File: src/rtl/multdiv_scheduler.sv
// Issue/hazard/writeback sequencer for the shared multi-cycle multiply/divide unit.
// Define MULTDIV_SCHED_PERF_EN to add the stall_cycles/op_count performance counters.
module multdiv_scheduler #(
  parameter int MAX_CYCLES = 40,
  parameter int CNT_W      = 6
) (
  input  logic        clock,
  input  logic        reset,
  input  logic        issue_valid,
  input  logic        issue_is_div,
  input  logic [4:0]  issue_rd,
  input  logic [4:0]  fd_rs1,
  input  logic [4:0]  fd_rs2,
  input  logic [4:0]  fd_rd,
  output logic        unit_ctrl_mult,
  output logic        unit_ctrl_div,
  input  logic        unit_result_rdy,
  input  logic        unit_exception,
  input  logic [31:0] unit_result,
  output logic        wb_req,
  input  logic        wb_grant,
  output logic [4:0]  wb_rd,
  output logic [31:0] wb_data,
  output logic        stall,
  output logic        busy
`ifdef MULTDIV_SCHED_PERF_EN
  ,
  output logic [31:0] stall_cycles,
  output logic [31:0] op_count
`endif
);

  typedef enum logic [1:0] {IDLE, BUSY, WB} state_t;

  localparam logic [CNT_W-1:0] LAST_CNT = CNT_W'(MAX_CYCLES - 1);
  localparam logic [4:0]       RSTATUS  = 5'd30;

  state_t           state;
  logic [CNT_W-1:0] counter;
  logic [4:0]       pend_rd;
  logic             pend_is_div;

  logic accept;
  logic timeout;
  logic pend_hit;
  logic rstatus_hit;
  logic issue_hit;

  // Exception/timeout code written to rstatus: 1 for multiply, 2 for divide.
  function automatic logic [31:0] exc_code(input logic is_div);
    return is_div ? 32'd2 : 32'd1;
  endfunction

  assign accept  = issue_valid && ((state == IDLE) || ((state == WB) && wb_grant));
  assign timeout = (counter == LAST_CNT);
  assign busy    = (state != IDLE);

  assign pend_hit    = (pend_rd != 5'd0) &&
                       ((pend_rd == fd_rs1) || (pend_rd == fd_rs2) || (pend_rd == fd_rd));
  assign rstatus_hit = (wb_rd == RSTATUS) &&
                       ((fd_rs1 == RSTATUS) || (fd_rs2 == RSTATUS) || (fd_rd == RSTATUS));
  assign issue_hit   = (issue_rd != 5'd0) &&
                       ((issue_rd == fd_rs1) || (issue_rd == fd_rs2) || (issue_rd == fd_rd));

  assign stall = (busy && pend_hit) ||
                 (busy && rstatus_hit) ||
                 (issue_valid && (state == BUSY)) ||
                 (issue_valid && issue_hit) ||
                 (issue_valid && (state == WB) && !wb_grant);

  always_ff @(posedge clock) begin
    if (reset) begin
      state          <= IDLE;
      counter        <= '0;
      pend_rd        <= 5'd0;
      pend_is_div    <= 1'b0;
      wb_rd          <= 5'd0;
      wb_data        <= 32'd0;
      unit_ctrl_mult <= 1'b0;
      unit_ctrl_div  <= 1'b0;
      wb_req         <= 1'b0;
    end else begin
      unit_ctrl_mult <= 1'b0;
      unit_ctrl_div  <= 1'b0;
      if (accept) begin
        // Start pulse is registered, so it appears on the first BUSY cycle.
        pend_rd        <= issue_rd;
        pend_is_div    <= issue_is_div;
        unit_ctrl_div  <= issue_is_div;
        unit_ctrl_mult <= !issue_is_div;
        counter        <= '0;
        wb_req         <= 1'b0;
        state          <= BUSY;
      end else begin
        case (state)
          IDLE: begin
            state <= IDLE;
          end
          BUSY: begin
            counter <= counter + 1'b1;
            if (unit_result_rdy && !unit_exception) begin
              wb_rd   <= pend_rd;
              wb_data <= unit_result;
              if (pend_rd == 5'd0) begin
                state <= IDLE;
              end else begin
                wb_req <= 1'b1;
                state  <= WB;
              end
            end else if (unit_result_rdy || timeout) begin
              // A result arriving on the timeout cycle takes priority over the timeout.
              wb_rd   <= RSTATUS;
              wb_data <= exc_code(pend_is_div);
              wb_req  <= 1'b1;
              state   <= WB;
            end
          end
          WB: begin
            if (wb_grant) begin
              wb_req <= 1'b0;
              state  <= IDLE;
            end
          end
          default: begin
            wb_req <= 1'b0;
            state  <= IDLE;
          end
        endcase
      end
    end
  end

`ifdef MULTDIV_SCHED_PERF_EN
  function automatic logic [31:0] sat_inc(input logic [31:0] value, input logic en);
    return (en && (value != 32'hFFFF_FFFF)) ? value + 32'd1 : value;
  endfunction

  always_ff @(posedge clock) begin
    if (reset) begin
      stall_cycles <= 32'd0;
      op_count     <= 32'd0;
    end else begin
      stall_cycles <= sat_inc(stall_cycles, stall);
      op_count     <= sat_inc(op_count, accept);
    end
  end
`endif

endmodule

File: config.mk
export PLATFORM = sky130hd
export DESIGN_NAME = multdiv_scheduler
export DESIGN_NICKNAME = d
export VERILOG_FILES = /design/src/rtl/multdiv_scheduler.sv
export SDC_FILE = /design/constraint.sdc
export NUM_CORES = 1
export LEC_CHECK = 0
export ABC_AREA = 1
export ABC_CLOCK_PERIOD_IN_PS = 3950
export CORE_ASPECT_RATIO = 0.9
export CORE_MARGIN = 4
export CORE_UTILIZATION = 40
export DETAILED_ROUTE_END_ITERATION = 10
export PLACE_DENSITY = 0.84
export REMOVE_ABC_BUFFERS = 1
export SYNTH_ARGS = -nofsm -noshare
export SYNTH_HDL_FRONTEND = slang
export SYNTH_SLANG_ARGS = --single-unit
File: constraint.sdc
create_clock -name clock -period 3.95 [get_ports clock]
set_clock_uncertainty 0.05 [all_clocks]
set_input_delay 0.79 -clock clock [delete_from_list [all_inputs] [get_ports clock]]
set_output_delay 0.79 -clock clock [all_outputs]
set_load 0.005 [all_outputs]
==> results of run 1 <==
layout make-up:
type	instances	share of cell area, %
multi-input combinational	274	35.1
sequential	54	28.5
timing repair buffer	103	26.9
inverter	36	3.56
tap	90	2.96
clock buffer	6	2.17
clock inverter	1	0.791
cells by family (layout without fill, tap and decap cells):
kind of cell    Yosys count  in the layout
simple gates            204            204
compound gates           61             61
flops                    54             54
buf+inv                  54            146
xor+xnor                  8              8
fa+ha+maj                 1              1
placed cells by master, fill, tap and decap left out, types with 3 or more instances in the layout:
cell type        count
nand2_1            114
clkdlybuf4s50_1    100
dfxtp_1             54
nand3_1             48
a21oi_1             37
inv_1               35
nor2_1              26
o21ai_0              7
xnor2_1              6
clkbuf_8             6
o22ai_1              5
a31oi_1              4
nand4_1              3
nor3_1               3
buf_4                3
how the worst max path moves through the flow:
stage	slack, ps	end	cells past startpoint
final	390	stall	12
after floorplan	1180	wb_data[1]	5
after global placement	330	stall	12
after global routing	230	stall	12
after detailed placement	390	stall	12
after CTS	380	stall	12
layer usage:
metal | vias to the layer above | wire (µm) | part of all wire (%)
met2 | 82 | 3800 | 49
li1 | 1415 | - | -
met5 | - | 0 | 0
met1 | 1307 | 3410 | 44
met3 | 9 | 377 | 4.9
met4 | 0 | 103 | 1.3
worst max-delay path, cell delays in order:
cell             delay (ps)
clkdlybuf4s50_1         600
inv_1                   120
nand2_1                  60
o21ai_0                  80
nor2_1                  170
nand3_1                 100
nand3_1                  80
nand2_1                  70
nand2_1                  60
nand2_1                  50
nand2_1                  60
clkdlybuf4s50_1         500
power by group:
group	switching, mW	leakage (nW)	internal [mW]
logic	0.108	1.03	0.107
clock network	0.170	0.0573	0.203
registers	0.0120	0.438	0.559
total	0.290	1.53	0.869
flip-flops by register name, summed over array words and instances, names as in the netlist:
| name | cells |
|---|---|
| wb_rd | 5 |
| unit_ctrl_mult | 1 |
| wb_data | 32 |
| counter | 6 |
| wb_req | 1 |
| unit_ctrl_div | 1 |
| pend_rd | 5 |
| state | 2 |
| pend_is_div | 1 |
==> results.md, run 1 <==
- Initial antenna violation count: 0
- PwrDens: 305 nW/µm²
- Hold Path End: wb_data[6]
- Mux share of post-synthesis cell area: 0%
- Critical Path AT: 2720 ps
- Avg WL per Cell: 13.6 µm
- Placer's final routability congestion estimate: 1.03
- Sequential area share after synthesis: 40.2%
- Rel. slew slack: 63.2%
- Post-Synthesis Cells: 382
- Die Area: 8110 µm²
- Clock transition at the registers of the reported paths: 100 ps
- Placed instance count: 557
- Overflow after GRT: 0
- # setup viols final: 0
- Setup Fix Bufs, Post-CTS: 0
- Most instantiated library cell after synthesis: nand2_1
- Final hold violations: 0
- H-tree depth: 2
- Cell depth of the worst hold path: 2
- R2R cell count: 7
- Root Driver: clkbuf_8
- Worst hold margin: 416 ps
- CTS max path bufs: 2
- Die Height: 85.8 µm
- First-pass GRT wire length: 12400 µm
- Vias/cell: 4.99
- Clock Latency Late Sink: 300 ps
- Final Power: 1.16 mW
- Crit. Startpoint: issue_rd[4]
- Sequential Area: 1080 µm²
- Post-synthesis cell type with the largest combined area: dfxtp_1
- RSZ-0062 raised after global routing: false
- Mean Syn Cell Area: 7.05 µm²
- Cell area after synthesis: 2690 µm²
- Drc violations: 0
- Cts bufs inserted: 5
- Post-synth top area share: 40.2%
- Detailed-route via count: 2813
- Outcome: finished, final reports clean
- R2r startpoint: counter[1]
- Die Wd: 94.5 µm
- Vias in the first global route: 2610
- Hold WC Path Type: reg2reg
- I/O Pins: 101
- Effective utilization at floorplan: 41.1%
- Final ANT Viol Nets: 0
- Worst slew pin tran: 551 ps
- Drt initial violations: 176
- Global Route Usage Sum: 18.8%
- Diode count: 0
- Critical path type: in2out
- Post-synth EDFFs: 0
- Met1 GRT Util: 24.6%
- Compound-Gate Fraction of Synth Area: 13.4%
- Fin. max-slew vios: 0
- Largest family of logic cells by synthesized area: simple AND/OR/NAND/NOR gates
- Simple-gate share of the synthesized area: 33.0%
- Largest net degree at the start of global routing: 46
- Layout area overhead: 41.1%
- R2R setup slack: 1890 ps
- Max Clk Rate: 0.281 GHz
- Synth Area in XOR/XNOR: 2.60%
- Worst Setup Start Kind: input pin
- Synth unique cells: 34
- Part of the cycle the worst path needs: 90.1%
- Leakage: 1.53 nW
- Core area: 6550 µm²
- Post-DP Area: 3690 µm²
- CTS tree: built
- Post-Place Worst Slack: 389 ps
- Setup TNS: 0 ps
- Crit end category: output port
- Busiest layer in global routing: met2
- Post-route design area: 3800 µm²
- Synth Area in Adders: 0.465%
- Port buffer count: 100
- Area of the multi-input gates: 1330 µm²
- Synth Warn #: 0
- VDD IR max: 0.000168 V
- Fin cells: 564
- CP Data Required Time: 3110 ps
- Pre-antenna DRT Iters: 4
- Tmin final: 3560 ps
- Post-synth top cells: nand2_1 (114), dfxtp_1 (54), nand3_1 (48)
- DP Wirelength: 5950 µm
- M3 GR Usage: 3.42%
- Worst-path fanout max: 5
- Total routed wirelength: 7690 µm
- Final Worst Setup Slack: 391 ps
- # fillers: 629
- Number of synthesized register bits: 54
- Fin util: 58.0%
- Synth async-reset ratio: 0%
- Clk sinks: 54
- Layout net count: 534
- Top cells by area, synth: dfxtp_1 (40%), nand2_1 (16%), nand3_1 (8.9%)
- Post-cts resize count: 0
- M2 GR Usage: 32.0%
- Share of post-route cells with drive strength above 1: 5.27%
- Worst hold start: wb_data[6]
- Max-Cap Viols: 0
- Hold Buf Count CTS: 0
- Rows: 28
- FF-to-FF End: wb_data[2]
- Top FF cell, synth: dfxtp_1
No activity file was read; power rests on OpenSTA's default activity.
==> run 2, diff against run 1 <==
- ABC_CLOCK_PERIOD_IN_PS: 3950 -> 4400
- clock period: 3.95 -> 4.4 ns (I/O delays scaled with it)
==> run 2 against run 1 <==
  * Core utilization down 0.096 points
  * First-iteration DRC count down 4.0%
  * Clock power is 12% lower
  * Largest cell class unchanged
  * Highest routed layer unchanged
==> results.md, run 2 (synthesis results as in run 1) <==
- Total routed wirelength: 7840 µm
- Worst hold start: wb_data[6]
- Commonest non-fill, non-tap cell in the layout: nand2_1
- Layout area overhead: 40.9%
- PwrDens: 273 nW/µm²
- Drt initial violations: 169
- Detailed-route via count: 2811
- # setup viols final: 0
- Post-Place Worst Slack: 681 ps
- Setup TNS: 0 ps
- Max-Cap Viols: 0
- FF-to-FF End: wb_data[29]
- CP Data Required Time: 3470 ps
- R2R cell count: 7
- Crit end category: output port
- VDD IR max: 0.000184 V
- Diode count: 0
- CTS tree: built
- Sequential Area: 1080 µm²
- Vias/cell: 4.98
- Share of post-route cells with drive strength above 1: 5.05%
- Layout net count: 534
- Placer's final routability congestion estimate: 1.01
- Fin. max-slew vios: 0
- Final hold violations: 0
- CTS max path bufs: 2
- Clock transition at the registers of the reported paths: 90 ps
- Hold Path End: wb_data[6]
- Cell depth of the worst hold path: 2
- Switching portion of total power: 25.7%
- Rows: 28
- Combinational power share: 18.6%
- Die Area: 8110 µm²
- Int Power: 0.768 mW
- Clock group share of total power: 31.8%
- Die Wd: 94.5 µm
- DP Wirelength: 5860 µm
- Tmin final: 3770 ps
- Rel. slew slack: 66.3%
- R2R setup slack: 2350 ps
- Most frequent cells in the layout: nand2_1 (114), clkdlybuf4s50_1 (100), dfxtp_1 (54)
- Setup Fix Bufs, Post-CTS: 0
- First-pass GRT wire length: 12200 µm
- H-tree depth: 2
- Largest net degree at the start of global routing: 46
- Part of the cycle the worst path needs: 85.7%
- Post-cts resize count: 0
- Clk sinks: 54
- I/O Pins: 101
- RSZ-0062 raised after global routing: false
- Crit. Startpoint: issue_rd[2]
- Clock Latency Late Sink: 300 ps
- Max Clk Rate: 0.265 GHz
- Overflow after GRT: 0
- Sequential share of power: 49.6%
- Outcome: finished, final reports clean
- Drc violations: 0
- Port buffer count: 100
- Avg WL per Cell: 13.9 µm
- R2r startpoint: counter[0]
- Leakage: 1.52 nW
- Max reg flops: 32
- Area of the multi-input gates: 1330 µm²
- Final ANT Viol Nets: 0
- Final Worst Setup Slack: 629 ps
- # fillers: 616
- Hold Buf Count CTS: 0
- Net Switching: 0.265 mW
- Largest Register: wb_data
- Root Driver: clkbuf_8
- Worst-path fanout max: 5
- Initial antenna violation count: 0
- Critical Path AT: 2840 ps
- Effective utilization at floorplan: 41.1%
- Critical path type: in2out
- Global Route Usage Sum: 18.5%
- Hold WC Path Type: reg2reg
- Worst Setup Start Kind: input pin
- Vias in the first global route: 2558
- Die Height: 85.8 µm
- Regs by FF count: wb_data (32), counter (6)
- Worst slew pin tran: 505 ps
- Pre-antenna DRT Iters: 5
- Cts bufs inserted: 5
- Core area: 6550 µm²
[run 2: power by group through the flow]
stage | Combinational [mW] | Sequential (mW) | Clock (mW)
2_1_floorplan | 0.0816 | 0.522 | 0
3_3_place_gp | 0.191 | 0.523 | 0
3_5_place_dp | 0.192 | 0.524 | 0
4_1_cts | 0.193 | 0.512 | 0.340
5_1_grt | 0.211 | 0.514 | 0.352
6_report | 0.193 | 0.512 | 0.328
[run 2: through the flow]
step | cells | hold slack (ps) | cell area (µm²) | util [%] | total power [mW]
2_1_floorplan | 364 | 406 | 2550 | - | 0.604
3_3_place_gp | 557 | 401 | 3690 | 56.3 | 0.714
3_5_place_dp | 557 | 405 | 3690 | 56.3 | 0.716
4_1_cts | 565 | 420 | 3790 | 57.9 | 1.05
5_1_grt | 565 | 435 | 3790 | 57.9 | 1.08
6_report | 565 | 418 | 3790 | 57.9 | 1.03
[run 2: worst max path at each step]
stage / endpoint / slack (ps) / cells past startpoint
2_1_floorplan: wb_data[1] / 1540 / 5
3_3_place_gp: stall / 570 / 12
3_5_place_dp: stall / 680 / 12
4_1_cts: stall / 670 / 12
5_1_grt: stall / 550 / 12
6_report: stall / 630 / 12
[run 2: area by class of cell]
type,instances,area share [%]
flip-flops and latches,54,28.5
clock buffers,7,2.01
well taps,90,2.97
inverters,36,3.56
multi-input cells,274,35.2
clock inverters,1,0.792
repair buffers,103,27.0
[run 2: critical path, stage by stage]
cell	delay, ps
clkdlybuf4s50_1	600
inv_1	110
nand2_1	70
o21ai_0	70
nor2_1	190
nand3_1	110
nand3_1	80
nand2_1	70
nand2_1	60
nand2_1	40
nand2_1	60
clkdlybuf4s50_1	490
[run 2: metal layers]
metal	GRT usage (%)	part of all wire, %	vias up
met4	4.33	1.9	0
met1	23.7	42	1296
met3	3.60	6.0	15
met2	32.2	50	84
met5	0	0	-
li1	-	-	1416
==> run 3, diff against run 2 <==
- HOLD_SLACK_MARGIN: default -> 0.15
==> results of run 3 <==
Final layout, timing and power as in run 2 (identical DEF).
